### src/rtl/lab5_pkg.sv
// Shared definitions for the lab5 arithmetic blocks (divider and its control FSM).
package lab5_pkg;

  localparam int unsigned N_BITS = 8;
  localparam logic [6:0] SEG_BLANK_ZERO = 7'b1000000;

  typedef enum logic [2:0] {
    IDLE,
    LATCH,
    SHIFT,
    SUB,
    DONE
  } div_state_t;

endpackage

### src/rtl/divider_control.sv
// Divider sequencer: Execute edge detect, iteration count and datapath strobes.
module divider_control
  import lab5_pkg::*;
(
  input  logic clk,
  input  logic rst,
  input  logic execute,
  input  logic clear_load,
  input  logic din_zero,
  output logic ld_q,
  output logic ld_d,
  output logic shift,
  output logic sub_en,
  output logic set_x,
  output logic busy
);

  localparam int unsigned CNT_W = $clog2(N_BITS);

  div_state_t       state_q, state_d;
  logic [CNT_W-1:0] cnt_q, cnt_d;
  logic             exec_q;
  logic             busy_q, busy_d;

  always_ff @(posedge clk or posedge rst) begin
    if (rst) begin
      state_q <= IDLE;
      cnt_q   <= '0;
      exec_q  <= 1'b0;
      busy_q  <= 1'b0;
    end else begin
      state_q <= state_d;
      cnt_q   <= cnt_d;
      exec_q  <= execute;
      busy_q  <= busy_d;
    end
  end

  always_comb begin
    state_d = state_q;
    cnt_d   = cnt_q;
    ld_q    = 1'b0;
    ld_d    = 1'b0;
    shift   = 1'b0;
    sub_en  = 1'b0;
    set_x   = 1'b0;
    case (state_q)
      // A load in the same cycle as an Execute edge wins; the edge is lost.
      IDLE: begin
        if (clear_load) begin
          ld_q = 1'b1;
        end else if (execute && !exec_q) begin
          state_d = LATCH;
        end
      end
      LATCH: begin
        ld_d  = 1'b1;
        cnt_d = '0;
        if (din_zero) begin
          set_x   = 1'b1;
          state_d = DONE;
        end else begin
          state_d = SHIFT;
        end
      end
      SHIFT: begin
        shift   = 1'b1;
        state_d = SUB;
      end
      SUB: begin
        sub_en = 1'b1;
        if (cnt_q == CNT_W'(N_BITS - 1)) begin
          state_d = DONE;
        end else begin
          cnt_d   = cnt_q + CNT_W'(1);
          state_d = SHIFT;
        end
      end
      DONE: begin
        if (!execute) state_d = IDLE;
      end
      default: state_d = IDLE;
    endcase
    busy_d = (state_d == LATCH) || (state_d == SHIFT) || (state_d == SUB);
  end

  assign busy = busy_q;

endmodule

### src/rtl/hex_driver.sv
// Nibble to active-low seven-segment pattern, segment order gfedcba.
module hex_driver
  import lab5_pkg::*;
(
  input  logic [3:0] nibble,
  output logic [6:0] seg
);

  always_comb begin
    seg = SEG_BLANK_ZERO;
    case (nibble)
      4'h0: seg = SEG_BLANK_ZERO;
      4'h1: seg = 7'b1111001;
      4'h2: seg = 7'b0100100;
      4'h3: seg = 7'b0110000;
      4'h4: seg = 7'b0011001;
      4'h5: seg = 7'b0010010;
      4'h6: seg = 7'b0000010;
      4'h7: seg = 7'b1111000;
      4'h8: seg = 7'b0000000;
      4'h9: seg = 7'b0010000;
      4'hA: seg = 7'b0001000;
      4'hB: seg = 7'b0000011;
      4'hC: seg = 7'b1000110;
      4'hD: seg = 7'b0100001;
      4'hE: seg = 7'b0000110;
      4'hF: seg = 7'b0001110;
      default: seg = SEG_BLANK_ZERO;
    endcase
  end

endmodule

### src/rtl/divider.sv
// Sequential 8-bit unsigned restoring divider with remainder/quotient hex display.
module divider
  import lab5_pkg::*;
(
  input  logic              Clk,
  input  logic              Reset_h,
  input  logic              Execute_h,
  input  logic              ClearA_loadB_h,
  input  logic [N_BITS-1:0] Din,
  output logic [N_BITS-1:0] Aval,
  output logic [N_BITS-1:0] Bval,
  output logic [6:0]        AhexU,
  output logic [6:0]        AhexL,
  output logic [6:0]        BhexU,
  output logic [6:0]        BhexL,
  output logic              X,
  output logic              Busy
);

  localparam int unsigned W = N_BITS;

  logic [W:0]   r_q, r_d;
  logic [W-1:0] q_q, q_d;
  logic [W-1:0] d_q, d_d;
  logic         x_q, x_d;
  logic         ld_q, ld_d, shift, sub_en, set_x;

  divider_control u_control (
    .clk        (Clk),
    .rst        (Reset_h),
    .execute    (Execute_h),
    .clear_load (ClearA_loadB_h),
    .din_zero   (Din == '0),
    .ld_q       (ld_q),
    .ld_d       (ld_d),
    .shift      (shift),
    .sub_en     (sub_en),
    .set_x      (set_x),
    .busy       (Busy)
  );

  always_ff @(posedge Clk or posedge Reset_h) begin
    if (Reset_h) begin
      r_q <= '0;
      q_q <= '0;
      d_q <= '0;
      x_q <= 1'b0;
    end else begin
      r_q <= r_d;
      q_q <= q_d;
      d_q <= d_d;
      x_q <= x_d;
    end
  end

  // R stays below D before every shift, so the 9-bit R never overflows.
  always_comb begin
    r_d = r_q;
    q_d = q_q;
    d_d = d_q;
    x_d = x_q;
    if (ld_q) begin
      r_d = '0;
      q_d = Din;
      x_d = 1'b0;
    end
    if (ld_d) d_d = Din;
    if (set_x) begin
      q_d = '1;
      x_d = 1'b1;
    end
    if (shift) begin
      r_d = {r_q[W-1:0], q_q[W-1]};
      q_d = {q_q[W-2:0], 1'b0};
    end
    if (sub_en && (r_q >= {1'b0, d_q})) begin
      r_d    = r_q - {1'b0, d_q};
      q_d[0] = 1'b1;
    end
  end

  assign Aval = r_q[W-1:0];
  assign Bval = q_q;
  assign X    = x_q;

  hex_driver u_ahex_u (.nibble(Aval[7:4]), .seg(AhexU));
  hex_driver u_ahex_l (.nibble(Aval[3:0]), .seg(AhexL));
  hex_driver u_bhex_u (.nibble(Bval[7:4]), .seg(BhexU));
  hex_driver u_bhex_l (.nibble(Bval[3:0]), .seg(BhexL));

endmodule
### config.mk
export PLATFORM = sky130hd
export DESIGN_NAME = divider
export DESIGN_NICKNAME = d
export VERILOG_FILES = /design/src/rtl/lab5_pkg.sv /design/src/rtl/divider_control.sv /design/src/rtl/hex_driver.sv /design/src/rtl/divider.sv
export SDC_FILE = /design/constraint.sdc
export NUM_CORES = 1
export LEC_CHECK = 0
export ABC_AREA = 1
export BUFFER_PORTS_ARGS = -buffer_cell sky130_fd_sc_hd__buf_4
export CORE_MARGIN = 8
export CORE_UTILIZATION = 51
export DETAILED_ROUTE_END_ITERATION = 8
export PLACE_DENSITY = 0.77
export SYNTH_ARGS = -nofsm -noshare
export SYNTH_HDL_FRONTEND = slang
export SYNTH_SLANG_ARGS = --single-unit
### constraint.sdc
create_clock -name Clk -period 1.85 [get_ports Clk]
set_clock_uncertainty 0.05 [all_clocks]
set_input_delay 0.37 -clock Clk [delete_from_list [all_inputs] [get_ports Clk]]
set_output_delay 0.37 -clock Clk [all_outputs]
set_load 0.02 [all_outputs]
======== Word-level counts from Yosys, hierarchy flattened ========
Memories as Yosys holds them, arrays and structs flattened.
Index checks and enable logic that the tools add are counted.
Widths: inputs -> output; s select.
storage, ports and cells
  register bits after elaboration ......... 34
  memory bits (read-only) ................. 448
  bits of input ports ..................... 12
  output and inout bits ................... 46
  logic and storage cells ................. 62
  memories kept ........................... 4
operators by class
  add/subtract/negate cells ............... 2
  $lt $le $gt $ge ......................... 1
  equality and inequality tests ........... 9
  multiplexer cells ....................... 24
  reduce and logical (&&, ||, !) cells .... 13
memories
  name              words  width  rd ports  clocked after Yosys merged registers in  wr ports  RTL line          source
  (name not given)  16     7      1         0                                        0         hex_driver.sv:11  case (nibble)
  (name not given)  16     7      1         0                                        0         hex_driver.sv:11
  (name not given)  16     7      1         0                                        0         hex_driver.sv:11
  (name not given)  16     7      1         0                                        0         hex_driver.sv:11
operators by type and width
  kind                 number
  $mux 9               3
  $mux 8               3
  $mux 3               6
  $pmux 3 s5           1
  $eq 3x2->1 const B   4
  $mux 1               10
  $ge 9x8->1           1
  $sub 9x8->9          1
  $logic_not 8->1      1
  $eq 3x1->1 const B   2
  $eq 3x3->1 const B   2
  $pmux 3 s2           1
  $reduce_bool 3->1    2
  $reduce_bool 2->1    2
  $reduce_bool 4->1    1
  $add 3x1->3 const B  1
  $logic_not 3->1      1
  $logic_and 1x1->1    2
  $logic_or 1x1->1     2
  $ne 2x2->1 const B   1
  $reduce_and 2->1     1
  $logic_not 1->1      1

======== Longest topological paths before layout ========
Gate-level depths: netlist of run 1.
  word-level depth ........................ 8
  depth in mapped cells ................... 12
  depth with buffers taken out ............ 12

======== By module ========
Synthesis of run 1 repeated with hierarchy kept, for this count alone.
unflattened totals
  cells, all modules ...................... 510
  area, all modules ....................... 3,452.1 sq um
by module, submodules not included
  module                     times used  cells an instance  area each (sq um)  seq. area each (sq um)
  divider                    1           261                1,933.1            650.6
  hex_driver (u_ahex_l ...)  3           49                 274.0              0.0
  divider_control            1           53                 419.2              200.2
  hex_driver (u_ahex_u)      1           49                 277.8              0.0

======== Worst setup path after synthesis of run 1 ========
OpenSTA, ideal clock, no wires.
  path kind ............................... register -> output
  from .................................... reg q_q[4] (netlist: Bval[4])
  to ...................................... out BhexU[3]
  arrival ................................. 1.849 ns
  required time ........................... 1.430 ns
  setup slack ............................. -0.419 ns
  stages on the path, launching flop included .. 4
  cell sequence ........................... dfrtp_1 -> inv_1 -> ha_1 -> o311ai_0
between the ends
  word-level cells in the longest chain between the ends .. 1
RTL lines
  what                      RTL line       source
  start: declaration        divider.sv:23  logic [W-1:0] q_q, q_d;
  start signal: assignment  divider.sv:50  q_q <= q_d;
  $mem_v2 16x7              --
  end: declaration          divider.sv:14  output logic [6:0] BhexU,
Every way passes these cells.

======== Worst setup path after layout of run 1 ========
  from .................................... reg q_q[0] (netlist: Bval[0])
  to ...................................... out BhexL[3]
between the ends
  word-level cells in the longest chain between the ends .. 1
RTL lines
  what              RTL line       source
  $mem_v2 16x7      --
  end: declaration  divider.sv:15  output logic [6:0] BhexL,
Every way passes these cells.

==> results.yml, run 1 <==
placement:
  dp_hpwl_mm: 5.99
  pre_cts_ws_ps: -11.1
  gp_congestion: 0.856
  io_buffers: 57
timing:
  period_share: 1.11
  clock.fmax_ghz: 0.486
  drv_slew: 0
  finalSetupViolCount: 36
  hold_viol: 0
  fin_crit_ps: 2060
  fin_ws_ps: -206
  slew-limit-headroom: 0.680
  rsz0062_at_grt: "yes"
  tightest_slew_ps: 479
  tns_ps: -3300
worst_setup_path:
  worst-path-buf-inv: 2
  path_max_fanout: 5
  start_kind: "flip-flop"
  crit_type: "flip-flop to primary output"
  critPathCaptureType: "primary output"
  path_delay_family: "flip-flops"
  worst_ep_arrival_time_ps: 1640
  critical_path.max_stage_delay_ps: 460
  worstPathCellList: "clkinv_4 -> ha_4 -> o21ai_2 -> nand2_1 -> o21ai_1 -> buf_4"
  required_ps: 1430
  cp_slowest_cell: "dfrtp_2"
synth:
  yosys.area.top_type: "dfrtp_1"
  async_flop_share: 1.00
  ys_types: 40
  yosysSeqAreaShare: 0.276
  synth_top_cell_area_share: 0.276
  synthesis.area_um2: 3090
  synth_most_common_cell: "nand2_1"
  yosysWarnings: 0
  synth_edf_count: 0
  syn_area_per_cell_um2: 7.21
  synth_commonest_cells: "nand2_1 (103), inv_1 (58), nand3_1 (46)"
  synth_area_leaders: "dfrtp_1 (28%), ha_1 (14%), nand2_1 (13%), nand3_1 (7.5%), inv_1 (7.1%)"
  synthCells: 428
  synth_ff_type: "dfrtp_1"
  syn-num-nets: 475
  synth-seq-cells: 34
detailed_routing:
  routed_wl_mm: 13.3
  first_iter_violations: 340
  vias_per_cell: 6.19
  postRouteAntennaNets: 0
  drc: 0
  firstDrtPassIters: 5
  dr_total_vias: 3880
  routedWlPerCell_um: 21.2
floorplan:
  core_um2: 5890
  die_y_um: 93.8
  io_pins: 58
  row_count: 28
  die_area_um2: 8800
  die_w_um: 93.8
  start_util: 0.524
layout:
  area.growth.synth_to_final_pct: 64.0
  diodes: 0
  drive_gt1_frac: 0.542
  nets: 598
flow_run:
  max-cap-violations: 0
global_route:
  grt.total_usage: 0.201
  grt_pass1_vias: 3155
  overflow: 0
  grt_pass1_wl_mm: 14.6
  grt_max_degree: 35
  antenna_found_initial: 0
cts:
  cts_tree: "built"
  cts-buffers-inserted: 5
  h-tree-depth: 2
  clock_latency_ps: 290
  cts_root_buffer: "clkbuf_8"
  clkTransAtPathRegs_ps: 80
  cts_max_path_buffers: 2
  clkSinkCount: 34
outcome:
  violations: "negative setup slack"
  outcome: "finished with violations"
worst_hold_path:
  hold_path.class: "primary input to async pin"
-- worst paths after layout --
kind | start | to | slack, ps | depth (start not counted)
max in group asynchronous | Reset_h | Bval[4] | 1260 | 3
min | Reset_h | u_control.state_q[0] | 130 | 3
min in group Clk | Execute_h | u_control.exec_q | 150 | 1
max reg2reg | r_q[0] | r_q[8] | -150 | 11
max | Bval[0] | BhexL[3] | -210 | 6
min reg2reg | u_control.cnt_q[0] | u_control.cnt_q[0] | 450 | 1
-- sequential cells by signal, indices dropped and copies added (netlist names) --
name and count:
Bval 8, X 1, d_q 8, r_q 9
u_control.busy 1, u_control.cnt_q 3, u_control.exec_q 1, u_control.state_q 3
-- cells in the final DEF, fill, tap and decap left out, types with 2 or more instances in the layout --
cell type and n:
a21oi_1 7, a21oi_2 11, a21oi_4 5, buf_12 3
buf_4 96, buf_6 34, clkbuf_8 6, clkinvlp_4 5
dfrtp_1 26, dfrtp_2 8, ha_1 5, ha_2 5
ha_4 24, inv_1 39, inv_2 9, inv_4 9
nand2_1 78, nand2_2 20, nand2_4 13, nand3_1 37
nand3_2 12, nand3b_1 2, nand4_1 5, nand4_4 2
nor2_1 14, nor2_2 9, nor2_4 5, o211ai_1 6
o211ai_2 3, o21ai_0 13, o21ai_1 13, o21ai_2 7
o31ai_1 2, o31ai_2 2, xor2_1 2
-- cell families after synthesis --
kind of cell | synth area share
AO/OA/AOI/OAI | 0.150
XOR/XNOR | 0.00851
adder cells (fa/ha/maj) | 0.144
buffers and inverters | 0.118
flip-flops | 0.276
AND/OR/NAND/NOR | 0.304
-- metal layers --
| layer | vias to the layer above | global-route usage | routed length, µm |
|---|---|---|---|
| li1 | 1649 | - | - |
| met1 | 1841 | 0.240 | 4830 |
| met2 | 303 | 0.358 | 6540 |
| met3 | 87 | 0.0280 | 1170 |
| met4 | 0 | 0.0674 | 738 |
| met5 | - | 0 | 0 |
-- stage by stage --
stage	utilization	hold WS [ps]	area, µm²	instances
2_1_floorplan	-	351	3100	428
3_3_place_gp	0.620	413	3650	560
3_5_place_dp	0.620	425	3650	560
4_1_cts	0.720	144	4240	587
5_1_grt	0.860	155	5060	627
6_report	0.860	129	5060	627
-- final cells by class --
cell class,instances,area (µm²)
Clock buffer,7,86.3
Timing Repair inverter,1,5.00
Clock inverter,1,5.00
Multi-Input combinational cell,313,2570
Timing Repair Buffer,133,1160
Fill cell,263,822
Tap cell,75,93.8
Inverter,63,283
Sequential cell,34,861
-- tightest hold or removal path, stage by stage --
cell,delay [ps]
buf_4,110
inv_1,40
buf_4,390
-- repair_timing --
item                       4_1_cts  5_1_grt
setup buffers                   19       38
hold buffers                     0        0
resized for setup              101      120
gates cloned                     0        3
pin swaps                       25       48
setup endpoints to repair       32       38
Power of run 1 is left out: the tool's default activity adds up to more than one toggle a clock period on the data nets, which glitch-free logic cannot reach.
==> run 2: changes to the inputs <==
--- a/config.mk
+++ b/config.mk
@@ -8,9 +8,10 @@
 export ABC_AREA = 1
 export BUFFER_PORTS_ARGS = -buffer_cell sky130_fd_sc_hd__buf_4
 export CORE_MARGIN = 8
-export CORE_UTILIZATION = 51
+export CORE_UTILIZATION = 60
 export DETAILED_ROUTE_END_ITERATION = 8
-export PLACE_DENSITY = 0.77
+export MAX_ROUTING_LAYER = met4
+export PLACE_DENSITY = 0.85
 export SYNTH_ARGS = -nofsm -noshare
 export SYNTH_HDL_FRONTEND = slang
 export SYNTH_SLANG_ARGS = --single-unit
==> constraint.sdc (replaced) <==
create_clock -name Clk -period 2.6 [get_ports Clk]
set_clock_uncertainty 0.05 [all_clocks]
set_input_delay 0.52 -clock Clk [delete_from_list [all_inputs] [get_ports Clk]]
set_output_delay 0.52 -clock Clk [all_outputs]
set_load 0.02 [all_outputs]
==> results.yml, run 2 (same netlist as run 1, synthesis figures left out) <==
outcome:
  outcome: "complete, no violations"
placement:
  io_buffers: 57
  gp_congestion: 0.866
  dp_hpwl_mm: 5.79
  pre_cts_ws_ps: 541
floorplan:
  start_util: 0.612
  core_um2: 5040
  die_w_um: 87.7
  row_count: 26
  die_y_um: 87.7
  die_area_um2: 7700
  io_pins: 58
layout:
  drive_gt1_frac: 0.198
  area.growth.synth_to_final_pct: 15.8
  largest_reg_flops: 9
  nets: 520
  fillers: 412
  layout_common_cells: "nand2_1 (103), inv_1 (58), buf_4 (58)"
  diodes: 0
  layout_commonest_cell: "nand2_1"
  regMostFlops: "r_q"
detailed_routing:
  firstDrtPassIters: 5
  drc: 0
  routed_wl_mm: 7.40
  routedWlPerCell_um: 13.6
  vias_per_cell: 5.41
  postRouteAntennaNets: 0
  first_iter_violations: 200
  dr_total_vias: 2943
worst_setup_path:
  r2r_start: "r_q[2]"
  r2r_end: "r_q[5]"
  ff2ff_setup_slack_ps: 520
  required_ps: 2030
  crit_type: "flip-flop to primary output"
  path_max_fanout: 9
  worst_ep_arrival_time_ps: 1780
  worstRegToRegCells: 8
  start_kind: "flip-flop"
  critPathCaptureType: "primary output"
global_route:
  overflow: 0
  grt_pass1_wl_mm: 12.6
  grt_max_degree: 35
  antenna_found_initial: 0
  grt.total_usage: 0.207
  grt_pass1_vias: 2774
cts:
  clock_latency_ps: 280
  cts_tree: "built"
  cts-buffers-inserted: 5
  h-tree-depth: 2
  cts_max_path_buffers: 2
  cts_resized: 0
  post_cts_buffers: 0
  clkSinkCount: 34
  clkTransAtPathRegs_ps: 70
  cts_root_buffer: "clkbuf_8"
  postCtsHoldBufs: 0
worst_hold_path:
  hold_path.class: "primary input to async pin"
timing:
  slew-limit-headroom: 0.692
  fin_ws_ps: 252
  fin_crit_ps: 2350
  period_share: 0.903
  clock.fmax_ghz: 0.426
  rsz0062_at_grt: "no"
  tightest_slew_ps: 461
  drv_slew: 0
  hold_viol: 0
  tns_ps: 0
  finalSetupViolCount: 0
flow_run:
  max-cap-violations: 0
run 2: layer usage:
layer  track usage  share of wire  vias to the layer above
met5             -              0                        -
met4        0.0578         0.0092                        0
met3        0.0281          0.052                        6
met2         0.341           0.49                       90
met1         0.256           0.45                     1358
li1              -              -                     1489
run 2: area by class of cell:
class                           count  area, µm²  area share
Multi-Input combinational cell    311       1870       0.523
Inverter                           63        239      0.0668
Tap cell                           70       87.6      0.0245
Clock inverter                      1       5.00     0.00140
Sequential cell                    34        851       0.238
Clock buffer                        7       86.3      0.0241
Timing Repair Buffer               58        435       0.122
run 2: metrics by stage:
step / hold slack [ps] / cells / area, µm² / utilization
5_1_grt: 306 / 544 / 3580 / 0.709
3_5_place_dp: 418 / 536 / 3480 / 0.691
6_report: 299 / 544 / 3580 / 0.709
4_1_cts: 308 / 544 / 3580 / 0.709
3_3_place_gp: 410 / 536 / 3480 / 0.691
2_1_floorplan: 396 / 428 / 3090 / -
run 2: worst max path at each step:
stage                       start  endpoint  slack [ps]  cells past startpoint
after floorplan           Bval[4]  BhexU[3]         180                      3
after global placement     r_q[1]  AhexL[3]         590                      6
after detailed placement   r_q[2]    r_q[2]         540                      8
after CTS                  r_q[1]  AhexL[0]         250                      7
after global routing       r_q[1]  AhexL[0]          60                      7
final                      r_q[1]  AhexL[0]         250                      7
run 2: critical path: stages (launching register included):
cell,delay [ps]
dfrtp_1,480
inv_1,210
ha_1,230
inv_1,80
a21oi_1,160
o21ai_0,120
nand2_1,80
buf_4,130
Power of run 2 is left out for the same reason.
